$ cat config.mk
export PLATFORM = sky130hd
export DESIGN_NAME = y_demux4_reg
export DESIGN_NICKNAME = d
export VERILOG_FILES = /design/src/rtl/y_demux4_reg_pkg.sv /design/src/rtl/y_demux4_reg_lane.sv /design/src/rtl/y_demux4_reg.sv
export SDC_FILE = /design/constraint.sdc
export NUM_CORES = 1
export LEC_CHECK = 0
export BUFFER_PORTS_ARGS = -buffer_cell sky130_fd_sc_hd__clkbuf_2
export CAP_MARGIN = 40
export CORE_MARGIN = 4
export CORE_UTILIZATION = 45
export CTS_CLUSTER_DIAMETER = 120
export CTS_CLUSTER_SIZE = 25
export DETAILED_ROUTE_END_ITERATION = 16
export GPL_TIMING_DRIVEN = 1
export PLACE_DENSITY_LB_ADDON = 0.25
export SYNTH_ARGS = -nofsm -noshare
export SYNTH_HDL_FRONTEND = slang
export SYNTH_SLANG_ARGS = --single-unit
$ cat constraint.sdc
create_clock -name clk -period 3.06 [get_ports clk]
set_clock_uncertainty 0.2 [all_clocks]
set_input_delay 0.153 -clock clk [delete_from_list [all_inputs] [get_ports clk]]
set_output_delay 0.153 -clock clk [all_outputs]
set_load 0.05 [all_outputs]
$ cat src/rtl/y_demux4_reg_pkg.sv
// Shared definitions for the y_demux4_reg router: lane geometry, default widths,
// lane index constants and the select decoder.
package y_demux4_reg_pkg;

  localparam int LANES     = 4;
  localparam int SEL_W     = 2;
  localparam int DEF_SIZE  = 32;
  localparam int DEF_CNT_W = 8;

  localparam logic [SEL_W-1:0] LANE0 = 2'd0;
  localparam logic [SEL_W-1:0] LANE1 = 2'd1;
  localparam logic [SEL_W-1:0] LANE2 = 2'd2;
  localparam logic [SEL_W-1:0] LANE3 = 2'd3;

  function automatic logic [LANES-1:0] sel_decode(input logic [SEL_W-1:0] sel);
    sel_decode      = '0;
    sel_decode[sel] = 1'b1;
  endfunction

endpackage

$ cat src/rtl/y_demux4_reg_lane.sv
// One output lane of the router: a single-entry word buffer with its valid flag
// and a wrapping count of words handed to the consumer.
module y_demux_lane #(
  parameter int SIZE  = 32,
  parameter int CNT_W = 8
) (
  input  logic             clk,
  input  logic             rst_n,
  input  logic             load,
  input  logic [SIZE-1:0]  data_in,
  input  logic             ready,
  output logic             valid,
  output logic [SIZE-1:0]  data_out,
  output logic [CNT_W-1:0] count
);

  logic deliver;

  assign deliver = valid & ready;

  // A load wins over a delivery so a same-cycle refill keeps the lane valid;
  // data is only ever written on a load, so it stays frozen while stalled.
  always_ff @(posedge clk or negedge rst_n) begin
    if (!rst_n) begin
      valid    <= 1'b0;
      data_out <= '0;
      count    <= '0;
    end else begin
      if (load) begin
        valid    <= 1'b1;
        data_out <= data_in;
      end else if (deliver) begin
        valid <= 1'b0;
      end
      if (deliver) begin
        count <= count + 1'b1;
      end
    end
  end

endmodule

$ cat src/rtl/y_demux4_reg.sv
// Registered 1-to-4 demultiplexer: steers each accepted word into the one-entry
// buffer of the lane chosen by in_sel and exposes all lanes side by side.
module y_demux4_reg
  import y_demux4_reg_pkg::*;
#(
  parameter int SIZE  = DEF_SIZE,
  parameter int CNT_W = DEF_CNT_W
) (
  input  logic                   clk,
  input  logic                   rst_n,
  input  logic                   in_valid,
  output logic                   in_ready,
  input  logic [SIZE-1:0]        in_data,
  input  logic [SEL_W-1:0]       in_sel,
  output logic [LANES-1:0]       out_valid,
  input  logic [LANES-1:0]       out_ready,
  output logic [LANES*SIZE-1:0]  out_data,
  output logic [LANES*CNT_W-1:0] out_count
);

  logic [LANES-1:0] lane_sel;
  logic [LANES-1:0] load;

  assign lane_sel = sel_decode(in_sel);

  // Only the addressed lane can stall the producer; it frees up either when
  // empty or when its consumer drains it in this same cycle.
  always_comb begin
    in_ready = 1'b1;
    unique case (in_sel)
      LANE0:   in_ready = ~out_valid[0] | out_ready[0];
      LANE1:   in_ready = ~out_valid[1] | out_ready[1];
      LANE2:   in_ready = ~out_valid[2] | out_ready[2];
      LANE3:   in_ready = ~out_valid[3] | out_ready[3];
      default: in_ready = 1'b1;
    endcase
  end

  assign load = lane_sel & {LANES{in_valid & in_ready}};

  for (genvar k = 0; k < LANES; k++) begin : g_lane
    y_demux_lane #(
      .SIZE (SIZE),
      .CNT_W(CNT_W)
    ) u_lane (
      .clk     (clk),
      .rst_n   (rst_n),
      .load    (load[k]),
      .data_in (in_data),
      .ready   (out_ready[k]),
      .valid   (out_valid[k]),
      .data_out(out_data[k*SIZE +: SIZE]),
      .count   (out_count[k*CNT_W +: CNT_W])
    );
  end

endmodule
==> impl_metrics.py <==
metrics = {
    "run_status": {
        "status": "complete, no violations",
    },
    "flow_run": {
        "drv_cap": 0,
    },
    "timing": {
        "max_slew_margin_pct": 47.5,
        "max_freq_mhz": 463,
        "tightest_slew_ns": 0.787,
        "finalSetupViolCount": 0,
        "layout_min_cycle_time_ns": 2.16,
        "rsz0062_at_grt": "no",
        "hold_viol_final": 0,
        "final.period_utilization_pct": 70.6,
        "setup_total_negative_slack_ns": 0,
        "drv_slew": 0,
    },
    "global_routing": {
        "grt_pass1_wl_um": 24400,
        "grt_antenna_before_repair": 0,
        "grt_max_degree": 84,
        "first_global_vias": 4604,
        "track_usage_pct": 19.2,
        "grt_overflow": 0,
    },
    "place": {
        "place_congestion": 0.809,
        "hpwlAfterDp_um": 10300,
        "port_buffers": 205,
    },
    "yosys": {
        "yosysTopAreaCell": "dfrtp_1",
        "yosysWarnings": 0,
        "synthFlopType": "dfrtp_1",
        "synthesis.nets": 459,
        "avgSynthCellArea_um2": 15.5,
        "ys_ff_latch": 164,
        "ys_async_sr_fraction_pct": 100,
        "yosysSeqAreaShare_pct": 64.1,
        "ys_types": 29,
        "synth_top_cells_by_area": "dfrtp_1 64%, mux2_2 23%, xnor2_1 2.7%, buf_4 1.2%, xor2_1 1.1%",
        "syn_inst": 414,
        "synthesis.area_mm2": 0.00640,
        "synth_top_area_share_pct": 64.1,
        "synth-edff-count": 0,
    },
    "final_layout": {
        "final_common_cell": "clkbuf_2",
        "syn_to_final_growth_pct": 36.1,
        "layout_common_cells": "204 x clkbuf_2, 164 x dfrtp_1, 130 x mux2_2",
        "post-route-util_pct": 62.8,
        "layout-drive-gt1-share_pct": 55.4,
        "num_antenna_cells": 0,
        "fill_cells": 1060,
        "nNetsFinal": 713,
    },
    "cts": {
        "cts_resized": 0,
        "cts_tree": "done",
        "clkSlewWorstSetupHoldPaths_ns": 0.06,
        "cts_buffers": 17,
        "clk_latency_ns": 0.41,
        "cts.sinks": 164,
        "htree_levels": 4,
        "clockRootBuffer": "clkbuf_16",
        "clockBufferDepth": 2,
        "postCtsSetupBuffers": 0,
    },
    "route": {
        "drc": 0,
        "viasPerCell": 4.96,
        "final_antenna_net_count": 0,
        "drtIter0Drc": 192,
        "avgRoutedWirePerCell_um": 17.4,
        "drt_pre_antenna_iters": 4,
        "via_count": 4271,
        "route.final.wire_length_um": 15000,
    },
    "critical_path": {
        "rr_endpoint": "g_lane[0].u_lane.data_out[15]$_DFFE_PN0P_",
        "worstPathMaxFanout": 5,
        "required_ns": 2.71,
        "startpoint": "out_ready[1]",
        "critPathCapture": "in_ready",
        "reg2reg_depth": 4,
        "startpoint_type": "input port",
        "critPathKind": "input port to output port",
        "r2r_slack_ns": 1.06,
        "r2r_start": "g_lane[0].u_lane.valid$_DFFE_PN0P_",
        "end_kind": "output port",
        "worstPathArrival_ns": 1.81,
    },
    "worst_hold_path": {
        "min_path_type": "input port to asynchronous set/reset pin",
    },
    "power": {
        "comb_power_share_pct": 35.9,
        "power_per_cell_area_mw_per_mm2": 972,
        "p_int_mw": 5.02,
        "pwr-share-clk_pct": 28.4,
        "p_switching_mw": 3.45,
        "leakage_nw": 4.19,
        "p_seq_share_pct": 35.7,
        "p_sw_share_pct": 40.7,
        "ir_drop_mv": 0.506,
    },
    "floorplan": {
        "core_mm2": 0.0139,
        "num_io_pins": 206,
        "fp.dieH_um": 127,
        "die_width_um": 127,
        "fp-row-count": 43,
        "start_util_pct": 46.1,
        "die_area_mm2": 0.0162,
    },
}
[worst max-delay path, cell delays in order]
cell,delay [ns]
dlygate4sd3_1,0.54
clkbuf_2,0.15
nand2b_1,0.18
mux4_1,0.51
clkbuf_2,0.27
[cell usage after synthesis, types with 2 or more instances]
| master | count |
|---|---|
| and4_1 | 2 |
| xor2_1 | 8 |
| inv_1 | 6 |
| nand2b_1 | 4 |
| buf_4 | 10 |
| ha_1 | 4 |
| buf_6 | 3 |
| nor2_1 | 10 |
| nand3_1 | 9 |
| or3b_2 | 2 |
| buf_2 | 4 |
| nand2_1 | 17 |
| xnor2_1 | 20 |
| nor3_1 | 2 |
| nand4_1 | 6 |
| nor4_1 | 2 |
| dfrtp_1 | 164 |
| mux2_2 | 130 |
[routing by layer]
metal	up-vias	share of wire (%)	GRT usage, %	wire length, µm
met4	0	2.1	7.13	319
met5	-	0	0	0
li1	1937	-	-	-
met3	21	7.1	5.85	1060
met1	2163	42	24.1	6320
met2	150	49	31.5	7270
[final cells by class]
cell class                      count  area [µm²]  area share (%)
Sequential cell                   164        4100            47.1
Clock buffer                       23         478            5.49
Inverter                            6        22.5           0.259
Multi-Input combinational cell    225        2140            24.6
Timing Repair Buffer              254        1550            17.7
Clock inverter                      9         198            2.27
Tap cell                          180         225            2.59
[flip-flops by register name, indices dropped and copies added, names as in the netlist]
name,count
g_lane.u_lane.count,32
g_lane.u_lane.valid,4
g_lane.u_lane.data_out,128
[cells by family (layout without fill, tap and decap cells)]
group | after synthesis | count (layout) | synth area share (%)
AOI/OAI and AO/OA | 1 | 1 | 0.0781
muxes | 133 | 133 | 23.7
and+or+nand+nor | 59 | 59 | 4.83
xor gates and xnor gates | 28 | 28 | 3.83
buffers and inverters | 25 | 292 | 2.66
DFF | 164 | 164 | 64.1
adders and majority gates | 4 | 4 | 0.782
[how the worst min path moves through the flow]
stage | slack, ns | startpoint | cells past startpoint | endpoint
final | 0.15 | rst_n | 2 | g_lane[2].u_lane.data_out[23]$_DFFE_PN0P_
after global placement | 0.04 | rst_n | 1 | g_lane[2].u_lane.data_out[23]$_DFFE_PN0P_
after global routing | 0.23 | rst_n | 2 | g_lane[2].u_lane.data_out[23]$_DFFE_PN0P_
after floorplan | -0.34 | rst_n | 0 | g_lane[0].u_lane.count[0]$_DFFE_PN0P_
after detailed placement | 0.05 | rst_n | 1 | g_lane[2].u_lane.data_out[23]$_DFFE_PN0P_
after CTS | 0.19 | rst_n | 2 | g_lane[2].u_lane.data_out[23]$_DFFE_PN0P_
[stage by stage]
stage               setup slack [ns]  instances  area, µm²  power [mW]  hold slack (ns)
floorplan                       1.19        414       6400        5.26           -0.343
global route                   0.852        861       8710        8.83            0.232
CTS                            0.874        861       8710        8.55            0.192
finish                         0.899        861       8710        8.47            0.153
global placement                1.10        786       7610        6.00           0.0416
detailed placement             0.995        786       7610        6.07           0.0538
[timing repair]
action	CTS	global route
hold endpoints to repair	229	0
setup endpoints to repair	0	0
hold buffers	43	0
[power groups by stage]
| stage | Combinational (mW) | Clock [mW] | Sequential (mW) |
|---|---|---|---|
| floorplan | 0.564 | 0 | 4.69 |
| global placement | 2.98 | 0 | 3.02 |
| detailed placement | 3.01 | 0 | 3.05 |
| CTS | 3.07 | 2.45 | 3.02 |
| global route | 3.18 | 2.55 | 3.09 |
| finish | 3.04 | 2.41 | 3.02 |
Power figures use the tool's default switching activity.
